## src/rtl/nfc_pkg.sv

```systemverilog
// rtl/nfc_pkg.sv - shared NFC command layout, arbiter state encoding and filler builder
package nfc_pkg;

   localparam int NFC_CMD_W = 33;
   localparam int RW_B      = 32;
   localparam int FA_LSB    = 14;
   localparam int MA_LSB    = 7;
   localparam int LEN_W     = 7;

   typedef enum logic [1:0] {
      INIT = 2'd0,
      ARB  = 2'd1,
      RUN  = 2'd2
   } arb_state_t;

   // Harmless 1-byte flash->mem read that keeps the NFC fed when nobody is requesting.
   function automatic logic [NFC_CMD_W-1:0] mk_filler(input logic [17:0] fa, input logic [6:0] ma);
      logic [NFC_CMD_W-1:0] c;
      c                      = '0;
      c[RW_B]                = 1'b1;
      c[FA_LSB +: 18]        = fa;
      c[MA_LSB +: 7]         = ma;
      c[LEN_W-1:0]           = 7'd1;
      return c;
   endfunction

endpackage

```

## src/rtl/nfc_rr_pick.sv

```systemverilog
// rtl/nfc_rr_pick.sv - rotate-priority-rotate round-robin picker, first set req at or after rr_ptr
module nfc_rr_pick #(
   parameter int NREQ = 4
) (
   input  logic [NREQ-1:0] req,
   input  logic [2:0]      rr_ptr,
   output logic [2:0]      winner,
   output logic            any
);

   logic [2*NREQ-1:0] dbl;
   logic [NREQ-1:0]   rot;
   int                idx;

   always_comb begin
      dbl    = {req, req} >> rr_ptr;
      rot    = dbl[NREQ-1:0];
      any    = |req;
      winner = '0;
      idx    = 0;
      // Descending scan so the lowest rotated position is the one left standing.
      for (int j = NREQ - 1; j >= 0; j--) begin
         if (rot[j]) begin
            idx = j + int'(rr_ptr);
            if (idx >= NREQ) idx = idx - NREQ;
            winner = 3'(idx);
         end
      end
   end

endmodule

```

## src/rtl/nfc_cmd_arbiter.sv

```systemverilog
// rtl/nfc_cmd_arbiter.sv - round-robin NFC command arbiter with idle filler; optional watchdog via NFC_ARB_WDOG_EN
module nfc_cmd_arbiter
   import nfc_pkg::*;
#(
   parameter int          NREQ           = 4,
   parameter logic [6:0]  SCRATCH_M_ADDR = 7'h7F,
   parameter logic [17:0] SCRATCH_F_ADDR = 18'h0,
   parameter int          WDOG_CYCLES    = 65535
) (
   input  logic                      clk,
   input  logic                      rst_n,
   input  logic [NREQ-1:0]           req,
   input  logic [NFC_CMD_W*NREQ-1:0] cmd_in,
   output logic [NREQ-1:0]           gnt,
   output logic [NREQ-1:0]           ack,
   output logic [NFC_CMD_W-1:0]      nfc_cmd,
   input  logic                      nfc_done,
   output logic                      busy,
   output logic [2:0]                owner,
   output logic                      err
);

   localparam logic [NFC_CMD_W-1:0] FILLER = mk_filler(SCRATCH_F_ADDR, SCRATCH_M_ADDR);
   localparam logic [NREQ-1:0]      ONE    = NREQ'(1);

   if (NREQ < 2 || NREQ > 8 || WDOG_CYCLES < 1 || WDOG_CYCLES > 65535) begin : g_bad_param
      $error("nfc_cmd_arbiter: parameter out of range");
   end

   arb_state_t state_q, state_d;
   logic [2:0] rr_ptr_q, rr_ptr_d;
   logic [2:0] pick_winner;
   logic       pick_any;
   logic       wdog_ev;

   logic [NREQ-1:0]      gnt_d, ack_d;
   logic [NFC_CMD_W-1:0] cmd_d;
   logic                 busy_d, err_d;
   logic [2:0]           owner_d;

   nfc_rr_pick #(.NREQ(NREQ)) u_pick (
      .req    (req),
      .rr_ptr (rr_ptr_q),
      .winner (pick_winner),
      .any    (pick_any)
   );

`ifdef NFC_ARB_WDOG_EN
   logic [15:0] wdog_q;

   // ARB is the NFC capture cycle, so only INIT/RUN time is charged to the watchdog.
   assign wdog_ev = !nfc_done && (state_q != ARB) && (wdog_q == 16'(WDOG_CYCLES - 1));

   always_ff @(posedge clk) begin
      if (!rst_n || nfc_done || wdog_ev) wdog_q <= '0;
      else if (state_q != ARB)           wdog_q <= wdog_q + 16'd1;
   end
`else
   assign wdog_ev = 1'b0;
`endif

   always_ff @(posedge clk) begin
      if (!rst_n) state_q <= INIT;
      else        state_q <= state_d;
   end

   always_comb begin
      state_d = state_q;
      if (wdog_ev)       state_d = INIT;
      else if (nfc_done) state_d = ARB;
      else if (state_q == ARB) state_d = RUN;
   end

   always_comb begin
      gnt_d    = '0;
      ack_d    = '0;
      cmd_d    = nfc_cmd;
      busy_d   = busy;
      owner_d  = owner;
      rr_ptr_d = rr_ptr_q;
      err_d    = err;
      if (wdog_ev) begin
         err_d  = 1'b1;
         busy_d = 1'b0;
         if (busy) ack_d = ONE << owner;
      end else if (nfc_done) begin
         if (busy) ack_d = ONE << owner;
         if (pick_any) begin
            cmd_d    = cmd_in[int'(pick_winner)*NFC_CMD_W +: NFC_CMD_W];
            gnt_d    = ONE << pick_winner;
            owner_d  = pick_winner;
            busy_d   = 1'b1;
            rr_ptr_d = (int'(pick_winner) == NREQ - 1) ? 3'd0 : pick_winner + 3'd1;
         end else begin
            cmd_d  = FILLER;
            busy_d = 1'b0;
         end
      end
   end

   always_ff @(posedge clk) begin
      if (!rst_n) begin
         gnt      <= '0;
         ack      <= '0;
         nfc_cmd  <= FILLER;
         busy     <= 1'b0;
         owner    <= '0;
         rr_ptr_q <= '0;
         err      <= 1'b0;
      end else begin
         gnt      <= gnt_d;
         ack      <= ack_d;
         nfc_cmd  <= cmd_d;
         busy     <= busy_d;
         owner    <= owner_d;
         rr_ptr_q <= rr_ptr_d;
         err      <= err_d;
      end
   end

endmodule

```

## config.mk

```make
export PLATFORM = sky130hd
export DESIGN_NAME = nfc_cmd_arbiter
export DESIGN_NICKNAME = d
export VERILOG_FILES = /design/src/rtl/nfc_pkg.sv /design/src/rtl/nfc_rr_pick.sv /design/src/rtl/nfc_cmd_arbiter.sv
export SDC_FILE = /design/constraint.sdc
export NUM_CORES = 1
export LEC_CHECK = 0
export CAP_MARGIN = 15
export CORE_MARGIN = 1.5
export CORE_UTILIZATION = 24
export CTS_BUF_LIST = sky130_fd_sc_hd__clkbuf_8
export DETAILED_ROUTE_END_ITERATION = 8
export GPL_TIMING_DRIVEN = 0
export SLEW_MARGIN = 20
export SYNTH_ARGS = -nofsm -noshare
export SYNTH_HDL_FRONTEND = slang
export SYNTH_SLANG_ARGS = --single-unit
```

## constraint.sdc

```tcl
create_clock -name clk -period 2.3 [get_ports clk]
set_clock_uncertainty 0.15 [all_clocks]
set_input_delay 0.23 -clock clk [delete_from_list [all_inputs] [get_ports clk]]
set_output_delay 0.23 -clock clk [all_outputs]
set_load 0.02 [all_outputs]
```

* Word level (Yosys, flattened, before mapping)
Index checks and enable logic that the tools add are counted.
W data, S select, Z words.
** Word-level totals
- Word-level logic and storage cells :: 39
- Register bits after elaboration :: 48
- Output and inout port bits :: 46
** Cells by class
- Multiply operators :: 1
- Reduce and logical (&&, ||, !) cells :: 4
- Magnitude comparators :: 4
- Equality and inequality tests :: 1
- Shift operators :: 4
- Multiplexer cells :: 11
- Add/subtract/negate cells :: 8
** Operators with widths (count)
- $shiftx A132 B10 Y33 :: 1
- $mux W33 :: 1
- $mux W3 :: 9
- $ge A4 B3 Y1 const B :: 3
- $sub A3 B3 Y3 const B :: 4
- $mul A3 B6 Y9 const B :: 1
- $add A2 B3 Y4 const A :: 2
- $shl A1 B3 Y4 const A :: 2
- $shr A8 B3 Y4 :: 1
- $reduce_and A3 Y1 :: 2
- $add A1 B3 Y4 const A :: 1
- $reduce_or A4 Y1 :: 1
- $add A3 B1 Y3 const B :: 1
- $eq A3 B3 Y1 const B :: 1
- $ge A3 B3 Y1 const B :: 1
- $reduce_and A2 Y1 :: 1
- $mux W1 :: 1

* Logic depth before layout (Yosys ltp)
- Word-level depth :: 10
- Depth in mapped cells :: 11

* Hierarchy
Synthesis repeated with hierarchy kept, for this count alone.
** Second synthesis, totals
- Cell total of the unflattened synthesis :: 228
- Area, all modules :: 2608.8 µm²
** By module, submodules not included
- nfc_cmd_arbiter :: area an instance 2371.0 µm², cells an instance 191, instances 1
- nfc_rr_pick :: area an instance 237.7 µm², cells an instance 37, instances 1

* Worst setup path after synthesis
OpenSTA, ideal clock, no wires.
- Kind :: reg2reg
- From :: register rr_ptr_q[0]
- To :: register rr_ptr_q[1]
- Required time :: 2.035 ns
- Data arrival time :: 2.222 ns
- Buffers on the path :: 2
- Stages on the path, launching flop included :: 11
- Setup slack :: -0.188 ns
- Path through :: dfxtp_1 -> buf_4 -> inv_1 -> ha_1 -> o21a_1 -> a21oi_2 -> buf_2 -> inv_1 -> ha_1 -> a21oi_1 -> nor2b_1
** On the way
- Longest elaborated chain between the ends :: 9
- Elaborated cells between the ends (all ways) :: 23
- Classes of those cells :: add/sub (8); order compare (4); eq/ne (1); shift (1); mux (9)
** RTL lines
- start, declared :: RTL line nfc_cmd_arbiter.sv:31 : logic [2:0] rr_ptr_q, rr_ptr_d;
- start signal, assigned :: RTL line nfc_cmd_arbiter.sv:116 : rr_ptr_q <= rr_ptr_d;
- $add A2 B3 Y4 :: RTL line nfc_rr_pick.sv:24 : idx = j + int'(rr_ptr);
- $ge A4 B3 Y1 or $sub A3 B3 Y3 (tied branches) :: RTL line nfc_rr_pick.sv:25 : if (idx >= NREQ) idx = idx - NREQ;
- $mux W3 :: RTL line nfc_rr_pick.sv:25
- $mux W3 (3 in series) :: RTL line nfc_rr_pick.sv:23 : if (rot[j]) begin
- $mux W3 * :: RTL line nfc_rr_pick.sv:23
- named net pick_winner[1] :: RTL line nfc_cmd_arbiter.sv:32 : logic [2:0] pick_winner;
- $add A3 B1 Y3 or $eq A3 B3 Y1 (tied branches) :: RTL line nfc_cmd_arbiter.sv:93 : rr_ptr_d = (int'(pick_winner) == NREQ - 1) ? 3'd0 : pick_winner + 3'd1;
- $mux W3 * :: RTL line nfc_cmd_arbiter.sv:93
Mark *: on every way through the listed nets, which the timed path passes. The rest lies on a longest branch.
A chain may end at the register's enable or synchronous reset.

* Final worst setup path
- From :: register rr_ptr_q[1]
- To :: register nfc_cmd[13]
** On the way
- Longest elaborated chain between the ends :: 10
- Elaborated cells between the ends (all ways) :: 23
- Classes of those cells :: add/sub (7); mul (1); order compare (4); shift (2); mux (9)
** RTL lines
- $add A2 B3 Y4 :: RTL line nfc_rr_pick.sv:24
- $ge A4 B3 Y1 or $sub A3 B3 Y3 (tied branches) :: RTL line nfc_rr_pick.sv:25
- $mux W3 :: RTL line nfc_rr_pick.sv:25
- $mux W3 (3 in series) :: RTL line nfc_rr_pick.sv:23
- $mux W3 * :: RTL line nfc_rr_pick.sv:23
- $mul A3 B6 Y9 * :: RTL line nfc_cmd_arbiter.sv:89 : cmd_d = cmd_in[int'(pick_winner)*NFC_CMD_W +: NFC_CMD_W];
- $shiftx A132 B10 Y33 * :: RTL line nfc_cmd_arbiter.sv:89
- $mux W33 * :: RTL line nfc_cmd_arbiter.sv:88 : if (pick_any) begin
- end signal, assigned :: RTL line nfc_cmd_arbiter.sv:113 : nfc_cmd <= cmd_d;
- end, declared :: RTL line nfc_cmd_arbiter.sv:16 : output logic [NFC_CMD_W-1:0] nfc_cmd,
Mark *: on every way between the ends. The rest lies on a longest branch, timed or not.

==> reports/qor.yml <==
synth_area_leaders: "dfxtp_1 (33%), nand3_1 (14%), a211o_1 (7.5%)"
synthDistinctLibCells: 45
syn_inst: 350
grt_first_pass_wirelength_um: 20200
dieArea_mm2: 0.0128
whs_ns: 0.337
synth_warnings: 0
fmax_mhz: 426
antenna_found_initial: 0
drt_iter0_drc: 186
first_pass_iters: 4
worstMarginPinSlew_ns: 0.515
yosys.area.top_type: "dfxtp_1"
cp_max_fo: 8
critPathMaxStageDelay_ns: 0.58
min_from: "nfc_cmd[4]"
clock_latency_ns: 0.30
route.detailed.drc: 0
htreeDepth: 2
synthesis.nets: 491
setup_violations: 15
period_share_pct: 102
path_cells: "buf_8, or3b_1, o211a_1, or4b_4, a31oi_4, a31oi_1, o221a_1"
start_util_pct: 25.0
n_antenna_cell: 0
rows: 39
boundaryPins: 185
async_flop_share_pct: 0
fin_nets: 700
die-height_um: 113
path_class: "flip-flop to flip-flop"
die_x_um: 113
dpl_worst_slack_ns: -0.776
finalCriticalPeriod_ns: 2.35
place.gp.congestion: 0.823
worstReg2RegStart: "rr_ptr_q[1]"
slew_headroom_pct: 65.5
arrival_ns: 2.41
power.density_mw_per_mm2: 660
layout_commonest_cell: "clkdlybuf4s50_1"
clkSlewWorstSetupHoldPaths_ns: 0.10
ys.flop_type: "dfxtp_1"
crit_start: "rr_ptr_q[1]"
overflow: 0
p_leak_nw: 2.04
wl_um: 13300
cp_slowest_cell: "or4b_4"
numCtsBuffers: 5
cts.sinks: 48
cap_violations: 0
netlist.area_leader.share_pct: 33.1
numPortBuffers: 183
rsz0062_at_grt: "yes"
vias_per_cell: 5.24
cts-root-buf: "clkbuf_8"
antenna_left: 0
startpoint_type: "flip-flop"
failed_checks: "negative setup slack"
ys_seq_elements: 48
synth_area_mm2: 0.00290
coreArea_mm2: 0.0116
irDropWorstVdd_uv: 293
cts_tree: "done"
grt_pass1_vias: 3827
yosysSeqAreaShare_pct: 33.1
drv_slew: 0
timing.final.ws_setup_ns: -0.0490
required_ns: 2.36
final_layout_size_suffix_gt1_share_pct: 15.4
wl_per_cell_um: 18.9
status: "finished with violations"
hpwlAfterDp_um: 9610
final_cell_mix: "clkdlybuf4s50_1 (179), nand3_1 (81), dfxtp_1 (45), o21ai_0 (34), a211o_1 (25)"
grtUsageTotal_pct: 20.0
hold_class: "flip-flop to flip-flop"
vias: 3686
clockBufferDepth: 2
nFillCells: 1161
end_kind: "flip-flop"
syn_avg_cell_area_um2: 8.29
synth_edf_count: 0
hold_violations: 0
grt_max_degree: 15
cts_hold_buf: 0
area_growth_pct: 90.4
[per-layer routing]
metal	GRT usage (%)	up-vias	part of all wire, %	routed length, um
met5	0	-	0	0
met4	5.75	0	1.1	144
met3	5.30	12	7.8	1040
li1	-	1782	-	-
met1	24.7	1734	43	5720
met2	34.3	158	48	6400
[cell type report]
type | instances | area (um2) | area share (%)
plain buffers | 34 | 244 | 4.41
repair buffers | 202 | 2040 | 36.9
multi-input cells | 259 | 1920 | 34.7
inverters | 9 | 51.3 | 0.928
clock buffers | 7 | 96.3 | 1.74
flip-flops and latches | 48 | 972 | 17.6
clock inverters | 1 | 30.0 | 0.543
well taps | 143 | 179 | 3.24
[synthesized netlist by cell type, drive strengths merged (2+ instances only)]
master and count:
a31oi 11, and3b 2, dfxtp 48, nor2b 4
nor3 2, clkbuf 15, o21a 2, a211oi 3
nand2b 4, buf 20, ha 2, a21oi 4
mux4 2, inv 9, a32oi 24, nand2 12
o211a 2, nor2 14, nand3 81, a211o 25
o21ai 35, o221a 9, mux2i 5
[cells by family after synthesis]
group,Yosys count,synth area share [%]
and+or+nand+nor,126,22.2
DFF,48,33.1
other,1,0.129
muxes,8,3.66
adders and majority gates,2,0.862
AOI/OAI and AO/OA,121,33.1
buffers and inverters,44,6.85
[path summary, 6_finish.rpt]
kind            endpoint  slack [ns]  cells past startpoint
min reg2reg   nfc_cmd[4]        0.34                      2
min           nfc_cmd[4]        0.34                      2
max reg2reg  nfc_cmd[13]       -0.05                      7
max          nfc_cmd[13]       -0.05                      7
[through the flow]
step	cells	instance area, um2	setup TNS [ns]	util, %	power (mW)
finish	703	5530	-0.315	47.6	3.64
floorplan	350	3000	0	-	1.96
detailed placement	676	5010	-26.90	43.2	2.72
global placement	676	5010	-25.57	43.2	2.70
global route	703	5530	-2.75	47.6	3.85
CTS	697	5380	-2.15	46.3	3.59
[power by group]
| part | total [mW] | internal (mW) | switching, mW |
|---|---|---|---|
| Combinational | 1.89 | 0.933 | 0.958 |
| Sequential | 1.06 | 0.972 | 0.0872 |
| Clock | 0.694 | 0.384 | 0.310 |
[registers in the layout, summed over array words and instances, names as in the netlist]
register	cells
owner	3
rr_ptr_q	3
ack	4
busy	1
gnt	4
nfc_cmd	33
[timing repair]
| item | in CTS | in global routing |
|---|---|---|
| pin swaps | 5 | 13 |
| setup endpoints to repair | 41 | 36 |
| cloned | 2 | 2 |
| setup buffers | 12 | 4 |
| resized for setup | 35 | 22 |
[worst max-delay path: cells and delay by family (launching register included)]
kind	cells	cell delay, ns
compound gates	4	0.66
flops	1	0.38
buf+inv	1	0.13
simple gates	2	0.93
No activity file was read; power rests on OpenSTA's default activity.
